**src/rtl/alu_arbiter.sv**
```systemverilog
// alu_arbiter: shares one external combinational integer ALU between two requesters.
//
// Arbitrates between port 0 (execute stage) and port 1 (address/branch helper).
// Round-robin when RR_EN=1, fixed priority to port 0 when RR_EN=0. Registers the
// winner's operands into the ALU, captures result and zero flag one cycle later,
// and holds the response until the granted port consumes it. One transaction in
// flight at a time; best case one operation every three cycles.
//
// Ports:
//   clk, rst_n                 clock, asynchronous active-low reset
//   reqN_valid/op/a/b (in)     request N handshake and payload (N = 0, 1)
//   reqN_ready (out)           request N accepted this cycle (combinational, IDLE only)
//   alu_a/alu_b/alu_ctrl (out) registered operands and control code to the ALU
//   alu_result/alu_zero (in)   ALU outputs
//   rspN_valid (out)           response held for port N (registered level)
//   rspN_ready (in)            port N consumes the response
//   rsp_result/rsp_zero (out)  captured result and zero flag, shared by both ports
module alu_arbiter #(
  parameter int unsigned WIDTH = 32,
  parameter bit          RR_EN = 1'b1
) (
  input  logic             clk,
  input  logic             rst_n,

  input  logic             req0_valid,
  input  logic [3:0]       req0_op,
  input  logic [WIDTH-1:0] req0_a,
  input  logic [WIDTH-1:0] req0_b,
  output logic             req0_ready,

  input  logic             req1_valid,
  input  logic [3:0]       req1_op,
  input  logic [WIDTH-1:0] req1_a,
  input  logic [WIDTH-1:0] req1_b,
  output logic             req1_ready,

  output logic [WIDTH-1:0] alu_a,
  output logic [WIDTH-1:0] alu_b,
  output logic [3:0]       alu_ctrl,
  input  logic [WIDTH-1:0] alu_result,
  input  logic             alu_zero,

  output logic             rsp0_valid,
  input  logic             rsp0_ready,
  output logic             rsp1_valid,
  input  logic             rsp1_ready,
  output logic [WIDTH-1:0] rsp_result,
  output logic             rsp_zero
);

  typedef enum logic [1:0] {StIdle, StExec, StResp} state_e;

  state_e     state_q, state_d;
  logic       last_q;       // port granted most recently
  logic       gnt_q;        // port owning the in-flight transaction
  logic [1:0] rsp_valid_q;  // one-hot per port
  logic       win;          // port that would win in this cycle
  logic       grant;
  logic       rsp_hs;

  // Winner selection. Only meaningful when at least one request is valid.
  always_comb begin
    win = 1'b0;
    if (req0_valid && req1_valid) begin
      win = RR_EN ? ~last_q : 1'b0;
    end else if (req1_valid) begin
      win = 1'b1;
    end
  end

  // Ready is gated by rst_n so nothing is reported as accepted while held in reset.
  always_comb begin
    req0_ready = rst_n && (state_q == StIdle) && req0_valid && !win;
    req1_ready = rst_n && (state_q == StIdle) && req1_valid && win;
    grant      = req0_ready || req1_ready;
    rsp_hs     = (rsp_valid_q[0] && rsp0_ready) || (rsp_valid_q[1] && rsp1_ready);
  end

  always_comb begin
    state_d = state_q;
    unique case (state_q)
      StIdle:  if (grant)  state_d = StExec;
      StExec:              state_d = StResp;
      StResp:  if (rsp_hs) state_d = StIdle;
      default:             state_d = StIdle;
    endcase
  end

  always_ff @(posedge clk or negedge rst_n) begin
    if (!rst_n) begin
      state_q     <= StIdle;
      last_q      <= 1'b1;
      gnt_q       <= 1'b0;
      rsp_valid_q <= 2'b00;
      alu_a       <= '0;
      alu_b       <= '0;
      alu_ctrl    <= '0;
      rsp_result  <= '0;
      rsp_zero    <= 1'b0;
    end else begin
      state_q <= state_d;
      // Operands change only on a grant; they stay stable through EXEC and RESP.
      if (grant) begin
        alu_ctrl <= win ? req1_op : req0_op;
        alu_a    <= win ? req1_a  : req0_a;
        alu_b    <= win ? req1_b  : req0_b;
        gnt_q    <= win;
        last_q   <= win;
      end
      if (state_q == StExec) begin
        rsp_result  <= alu_result;
        rsp_zero    <= alu_zero;
        rsp_valid_q <= gnt_q ? 2'b10 : 2'b01;
      end else if (rsp_hs) begin
        rsp_valid_q <= 2'b00;
      end
    end
  end

  assign rsp0_valid = rsp_valid_q[0];
  assign rsp1_valid = rsp_valid_q[1];

endmodule

```
**config.mk**
```make
export PLATFORM = sky130hd
export DESIGN_NAME = alu_arbiter
export DESIGN_NICKNAME = d
export VERILOG_FILES = /design/src/rtl/alu_arbiter.sv
export SDC_FILE = /design/constraint.sdc
export NUM_CORES = 1
export LEC_CHECK = 0
export BUFFER_PORTS_ARGS = -buffer_cell sky130_fd_sc_hd__buf_4
export CAP_MARGIN = 0
export CELL_PAD_IN_SITES_DETAIL_PLACEMENT = 1
export CELL_PAD_IN_SITES_GLOBAL_PLACEMENT = 1
export CORE_AREA = 4 4 125 127
export CTS_BUF_LIST = sky130_fd_sc_hd__clkbuf_2
export CTS_CLUSTER_SIZE = 20
export DETAILED_ROUTE_END_ITERATION = 6
export DIE_AREA = 0 0 129 131
export PLACE_DENSITY = 0.8
export SLEW_MARGIN = 5
export SYNTH_ARGS = -nofsm -noshare
export SYNTH_HDL_FRONTEND = slang
export SYNTH_SLANG_ARGS = --single-unit
```
**constraint.sdc**
```tcl
create_clock -name clk -period 2.2 [get_ports clk]
set_clock_uncertainty 0.15 [all_clocks]
set_input_delay 0.11 -clock clk [delete_from_list [all_inputs] [get_ports clk]]
set_output_delay 0.11 -clock clk [all_outputs]
set_load 0.01 [all_outputs]
```
==> flow_summary_export.csv, run 1 <==
group,metric,value,unit
synthesis,ys.flop_type,"dfrtp_1",
cts,cts_buffer_depth,2,
cts,cts-root-buf,"clkbuf_2",
cts,cts_setup_buffers,5,
placed_design,post-place-ws,-33.5,ps
synthesis,seq_area_frac_synth,57.3,%
synthesis,syn-num-nets,586,
synthesis,ys_ff_latch,107,
placed_design,io_buffers,279,
synthesis,syn_inst,411,
die,rows,44,
cts,clock-sinks,107,
status,haltStage,"clock tree synthesis (4_1_cts)",
die,die_x,129,um
cts,cts_buffers,9,
status,stop_error,"[ERROR RSZ-0060] Max buffer count reached.",
synthesis,yosys_warnings,0,
placed_design,gp_routability_congestion,0.793,
placed_design,hpwl,13.2,mm
synthesis,yosysTopAreaCell,"dfrtp_1",
synthesis,synthArstFlopShare,100,%
synthesis,synth.top_cell.area_share,56.7,%
synthesis,synth_edf_count,0,
die,ios,280,
die,start_util,32.4,%
die,dieHeight,131,um
synthesis,synth_cell_types,24,
synthesis,synth.area.top_cells,"dfrtp_1 (57%), o32ai_1 (13%), a2bb2oi_1 (11%), nand2_1 (8.3%), a2bb2oi_2 (3.2%)",
cts,cts_resized,11,
cts,htreeDepth,3,
status,status,"stopped before the end",
cts,cts_hold_buf,174,
synthesis,netlist_area,0.00468,sq mm
synthesis,synth_area_per_cell,11.4,sq um
[metrics by stage]
stage | std cells | util (%) | area (sq um)
after global placement | 841 | 47.9 | 6900
after floorplan | 411 | - | 4680
after detailed placement | 841 | 47.9 | 6900
[cells in the mapped netlist (2+ instances only)]
cell       instances
nand4b_1           3
nor2b_1            2
buf_4              3
a2bb2oi_1         58
nand2_1          104
clkbuf_1          30
a2bb2oi_2         10
o32ai_1           68
buf_2             10
dfrtp_1          106
a21oi_1            2
buf_6              3
[cells by family after synthesis]
family / after synthesis / share of synthesized area [%]
buffers and inverters: 48 / 5.08
AOI/OAI and AO/OA: 142 / 27.7
and+or+nand+nor: 114 / 10.0
DFF: 107 / 57.3
==> run 2, diff against run 1 <==
==> config.mk (replaced) <==
export PLATFORM = sky130hd
export DESIGN_NAME = alu_arbiter
export DESIGN_NICKNAME = d
export VERILOG_FILES = /design/src/rtl/alu_arbiter.sv
export SDC_FILE = /design/constraint.sdc
export NUM_CORES = 1
export LEC_CHECK = 0
export BUFFER_PORTS_ARGS = -buffer_cell sky130_fd_sc_hd__buf_4
export CAP_MARGIN = 0
export CORE_AREA = 4 4 158 160
export DETAILED_ROUTE_END_ITERATION = 6
export DIE_AREA = 0 0 162 164
export PLACE_DENSITY_LB_ADDON = 0.15
export SLEW_MARGIN = 5
export SYNTH_ARGS = -nofsm -noshare
export SYNTH_HDL_FRONTEND = slang
export SYNTH_SLANG_ARGS = --single-unit
==> run 2 against run 1 <==
Against the previous run: the run now ends clean; synthesized cell count did not move; area after synthesis stayed put.
==> flow_summary_export.csv, run 2 <==
group,metric,value,unit
status,status,"completed",
sta,slew_violations,0,
flow_run,cap_violations,0,
cts,clk_pin_slew_worst_paths,80,ps
setup_path,cp-end-kind,"output pin",
cells_and_area,area_growth,95.0,%
global_routing,antenna_found_initial,0,
setup_path,r2r_slack,220,ps
drt,post_drt_wl_per_cell,17.1,um
placed_design,gp_routability_congestion,0.724,
cts,cts_setup_buffers,0,
sta,rsz0062_at_grt,"no",
setup_path,critPathKind,"input pin to output pin",
cts,cts-root-buf,"clkbuf_16",
pwr,ir_worst_vdd,0.393,mV
synthesis,synth.top_cell.area_share,56.7,%
sta,whs,283,ps
synthesis,synth_area_per_cell,11.4,sq um
sta,fin_crit,2010,ps
cells_and_area,final_cell_mix,"buf_4 (286), dlygate4sd3_1 (175), dfrtp_1 (106)",
pwr,power,9.82,mW
synthesis,syn-num-nets,586,
placed_design,place_area,0.00709,sq mm
global_routing,use_met1,17.4,%
global_routing,use_met2,25.4,%
placed_design,io_buffers,279,
synthesis,seq_area_frac_synth,57.3,%
die,core,0.0234,sq mm
cells_and_area,reg.largest.list,"alu_a: 32 flops, alu_b: 32 flops, rsp_result: 32 flops",
cells_and_area,fillCellCount,2270,
drt,drtIter0Drc,230,
synthesis,synth_common_cells,"dfrtp_1 (106), nand2_1 (104), o32ai_1 (68), a2bb2oi_1 (58), clkbuf_1 (30)",
global_routing,met3_usage,4.17,%
cts,cts_tree,"built",
synthesis,yosysTopAreaCell,"dfrtp_1",
setup_path,crit_slowest_cell,"nor2b_4",
drt,antenna_left,0,
cells_and_area,drive_gt1_share,38.2,%
cts,cts_buffer_depth,2,
global_routing,grt_pass1_vias,5804,
synthesis,yosys_warnings,0,
synthesis,ys_ff_latch,107,
cts,cts_resized,0,
global_routing,grt_max_degree,108,
die,die_x,162,um
drt,drc,0,
global_routing,track_usage,14.7,%
setup_path,cpPeakStageDelay,600,ps
pwr,leakagePower,4.12,nW
die,start_util,20.0,%
die,dieArea,0.0266,sq mm
global_routing,grt_pass1_wl,31.1,mm
die,rows,56,
sta,worst_pin_slew,1160,ps
synthesis,synth.most_common_cell,"dfrtp_1",
placed_design,post-place-ws,-19.1,ps
drt,dr_total_vias,5236,
cts,cts_buffers,9,
cells_and_area,stdcell_area,0.00912,sq mm
synthesis,syn_inst,411,
sta,fin_crit_sh,91.4,%
synthesis,ys.flop_type,"dfrtp_1",
die,ios,280,
die,dieHeight,164,um
setup_path,required,1940,ps
setup_path,critPathLaunchType,"input pin",
sta,setup_viol,0,
synthesis,synth_cell_types,24,
drt,wl,19.9,mm
sta,fmax,0.497,GHz
setup_path,crit_path_cell_trace,"dlygate4sd3_1, buf_4, nor2b_4, nor3b_1, buf_4",
sta,final-hold-violation-count,0,
setup_path,crit_arrival,1750,ps
setup_path,worst_path_most_repeated_cell,"buf_4",
cells_and_area,antenna_cells,0,
sta,worst_slack,190,ps
synthesis,synth_edf_count,0,
cells_and_area,nets,1016,
cts,htreeDepth,3,
cells_and_area,register_area,0.00268,sq mm
cells_and_area,multi_input_area,0.00179,sq mm
cts,clock-sinks,107,
global_routing,grt_overflow_total,0,
placed_design,hpwl,12.8,mm
sta,setup_tns,0,ps
synthesis,netlist_area,0.00468,sq mm
pwr,power_density,1080,mW/mm^2
synthesis,synth.area.top_cells,"dfrtp_1 (57%), o32ai_1 (13%), a2bb2oi_1 (11%), nand2_1 (8.3%), a2bb2oi_2 (3.2%)",
sta,slew-limit-headroom,22.4,%
hold_path,min_path_type,"input pin to async pin",
cells_and_area,final_common_cell,"buf_4",
drt,via_per_inst,4.49,
synthesis,synthArstFlopShare,100,%
cts,insertion_delay,340,ps
drt,firstDrtPassIters,4,
setup_path,critPathMaxFanout,23,
global_routing,top_usage_layer,"met2",
run 2: final cells by class:
type / count / area share, %
Timing Repair Buffer: 465 / 43.6
Sequential cell: 107 / 29.4
Multi-Input combinational cell: 257 / 19.6
Tap cell: 319 / 4.37
Clock buffer: 10 / 2.51
Clock inverter: 6 / 0.521
Inverter: 1 / 0.0411
run 2: what timing repair did:
item,CTS,global route
setup endpoints to repair,6,0
endpoints found under the hold margin,212,0
hold buffers,175,0
run 2: cells by family after synthesis:
kind of cell    Yosys count  share of synthesized area (%)
buf+inv                  48                           5.08
simple gates            114                           10.0
compound gates          142                           27.7
flops                   107                           57.3
run 2: routing by layer:
layer  up-vias  part of all wire [%]
met2       229                    49
met1      2538                    41
li1       2430                     -
met5         -                     0
met3        39                   7.5
met4         0                   2.6
run 2: final timing paths:
kind	from	end	cells past startpoint
max	req1_valid	req0_ready	5
min	rst_n	alu_a[13]	3
max reg2reg	state_q[1]	rsp_valid_q[1]	5
min reg2reg	rsp_result[13]	rsp_result[13]	2
max in group asynchronous	rst_n	alu_b[23]	3
min in group clk	alu_result[6]	rsp_result[6]	4
run 2: through the flow:
stage,instances,utilization [%]
final,1165,39.0
after CTS,1165,39.0
after floorplan,411,-
after detailed placement,973,30.3
after global routing,1165,39.0
after global placement,973,30.3
run 2: worst max-delay path, delay by kind of cell:
kind | cells | cell delay (ps)
AND/OR/NAND/NOR | 2 | 750
buffers and inverters | 3 | 890
run 2: report_power, final:
part	switching [mW]	internal, mW
combinational	2.13	2.54
clock	0.776	0.780
sequential	0.633	2.95
total	3.54	6.28
(Power assumes the default switching activity.)
==> run 3, diff against run 2 <==
--- a/config.mk
+++ b/config.mk
@@ -11,6 +11,7 @@
 export DETAILED_ROUTE_END_ITERATION = 6
 export DIE_AREA = 0 0 162 164
 export PLACE_DENSITY_LB_ADDON = 0.15
+export REMOVE_ABC_BUFFERS = 1
 export SLEW_MARGIN = 5
 export SYNTH_ARGS = -nofsm -noshare
 export SYNTH_HDL_FRONTEND = slang
==> run 3 against run 2 <==
Against the previous run: design area rose by 0.59%; non-clock buffer count up 3; global-route usage is 0.32 points lower; wire length is 0.27% lower; power rose by 1.1%; highest routed layer is now met5.
==> flow_summary_export.csv, run 3 (synthesis results as in run 2) <==
group,metric,value,unit
status,status,"completed",
setup_path,cp_top_family,"buffers and inverters",
cells_and_area,drive_gt1_share,38.4,%
cells_and_area,nets,1019,
sta,worst_pin_slew,703,ps
flow_run,cap_violations,0,
cts,cts_tree,"built",
cts,clock-sinks,107,
cts,htreeDepth,3,
setup_path,required,1940,ps
pwr,ir_worst_vdd,0.480,mV
cells_and_area,reg.largest.list,"alu_a: 32 flops, alu_b: 32 flops, rsp_result: 32 flops",
sta,worst_slack,154,ps
die,dieHeight,164,um
die,dieArea,0.0266,sq mm
drt,dr_total_vias,5183,
setup_path,cpPeakStageDelay,550,ps
global_routing,track_usage,14.4,%
drt,drc,0,
global_routing,grt_pass1_wl,30.6,mm
sta,slew-limit-headroom,52.9,%
setup_path,crit_arrival,1790,ps
placed_design,post-place-ws,224,ps
setup_path,r2r_slack,220,ps
drt,post_drt_wl_per_cell,17.0,um
sta,final-hold-violation-count,0,
cts,clk_pin_slew_worst_paths,70,ps
die,die_x,162,um
global_routing,grt_max_degree,108,
hold_path,min_from,"rsp_result[2]",
cells_and_area,fillCellCount,2258,
placed_design,hpwl,12.7,mm
drt,wl,19.8,mm
drt,antenna_left,0,
setup_path,crit_path_cell_trace,"dlygate4sd3_1, buf_4, a21bo_2, buf_12, nor4b_1, buf_4",
cts,cts_setup_buffers,0,
global_routing,grt_overflow_total,0,
cells_and_area,area_growth,96.2,%
setup_path,critPathLaunchType,"input pin",
placed_design,place_area,0.00713,sq mm
sta,fin_crit_sh,93.0,%
sta,rsz0062_at_grt,"no",
hold_path,whs_endpoint,"rsp_result[2]",
setup_path,worst-path-buf-inv,4,
pwr,leakagePower,4.15,nW
setup_path,cp-end-kind,"output pin",
sta,fin_crit,2050,ps
setup_path,critPathKind,"input pin to output pin",
setup_path,crit_slowest_cell,"dlygate4sd3_1",
pwr,power_density,1080,mW/mm^2
die,ios,280,
die,rows,56,
sta,fmax,0.489,GHz
cells_and_area,final_cell_mix,"buf_4 (288), dlygate4sd3_1 (175), dfrtp_1 (106)",
hold_path,hold_path_depth,2,
drt,firstDrtPassIters,4,
cts,cts_buffer_depth,2,
cells_and_area,antenna_cells,0,
setup_path,critPathMaxFanout,44,
hold_path,min_path_type,"flop to flop",
cells_and_area,final_common_cell,"buf_4",
setup_path,r2r_cells,5,
cts,cts-root-buf,"clkbuf_16",
cts,cts_buffers,9,
sta,setup_viol,0,
placed_design,gp_routability_congestion,0.765,
die,start_util,20.0,%
setup_path,timing.rr.end,"rsp_valid_q[1]",
die,core,0.0234,sq mm
drt,via_per_inst,4.44,
sta,slew_violations,0,
placed_design,io_buffers,279,
cts,insertion_delay,340,ps
drt,drtIter0Drc,213,
setup_path,worst_path_most_repeated_cell,"buf_4",
global_routing,antenna_found_initial,1,
global_routing,grt_pass1_vias,5693,
cells_and_area,stdcell_area,0.00918,sq mm
setup_path,r2r-start,"state_q[1]",
## run 3: power by group
part,switching [mW],leakage (nW),internal [mW],total (mW)
combinational,2.14,2.80,2.57,4.71
clock,0.739,0.134,0.875,1.61
sequential,0.645,1.21,2.95,3.60
## run 3: worst min-delay path: cells and delay by family, from the launching register on
| family | cells | cell delay (ps) |
|---|---|---|
| simple gates | 2 | 110 |
| flops | 1 | 340 |
## run 3: worst max path at each step
stage | from | slack [ps] | depth (start not counted) | endpoint
floorplan | state_q[0] | -2080 | 3 | alu_a[0]
global placement | last_q | 270 | 4 | alu_a[3]
detailed placement | last_q | 220 | 4 | alu_b[13]
CTS | rst_n | 100 | 6 | req0_ready
global route | req1_valid | 30 | 6 | req1_ready
finish | req1_valid | 150 | 6 | req1_ready
## run 3: stage by stage
stage / power (mW) / hold slack, ps / TNS (ps) / cells / utilization (%)
3_5_place_dp: 8.10 / 144 / 0 / 976 / 30.5
2_1_floorplan: 5.55 / -336 / -146840 / 364 / -
5_1_grt: 10.6 / 353 / 0 / 1167 / 39.2
6_report: 9.92 / 328 / 0 / 1167 / 39.2
3_3_place_gp: 8.07 / 138 / 0 / 976 / 30.5
4_1_cts: 10.0 / 320 / 0 / 1166 / 39.2
## run 3: timing repair
item,CTS,global route
endpoints found under the setup margin,1,12
hold buffers,175,0
pin swaps,0,0
hold endpoints to repair,212,0
resized for setup,1,0
cloned,0,1
## run 3: area by class of cell
| type | count | area (sq um) | share of cell area (%) |
|---|---|---|---|
| tap | 319 | 399 | 4.35 |
| sequential | 107 | 2680 | 29.2 |
| clock buffer | 10 | 229 | 2.49 |
| multi-input combinational | 257 | 1800 | 19.6 |
| timing repair buffer | 468 | 4010 | 43.7 |
| clock inverter | 5 | 55.1 | 0.600 |
| inverter | 1 | 3.75 | 0.0409 |
## run 3: layer usage
layer | GRT usage (%) | vias to the layer above | routed length [um]
met5 | 0 | - | 11
met3 | 4.62 | 25 | 1710
met1 | 16.9 | 2479 | 8420
met2 | 24.8 | 241 | 9310
li1 | - | 2436 | -
met4 | 4.81 | 2 | 389
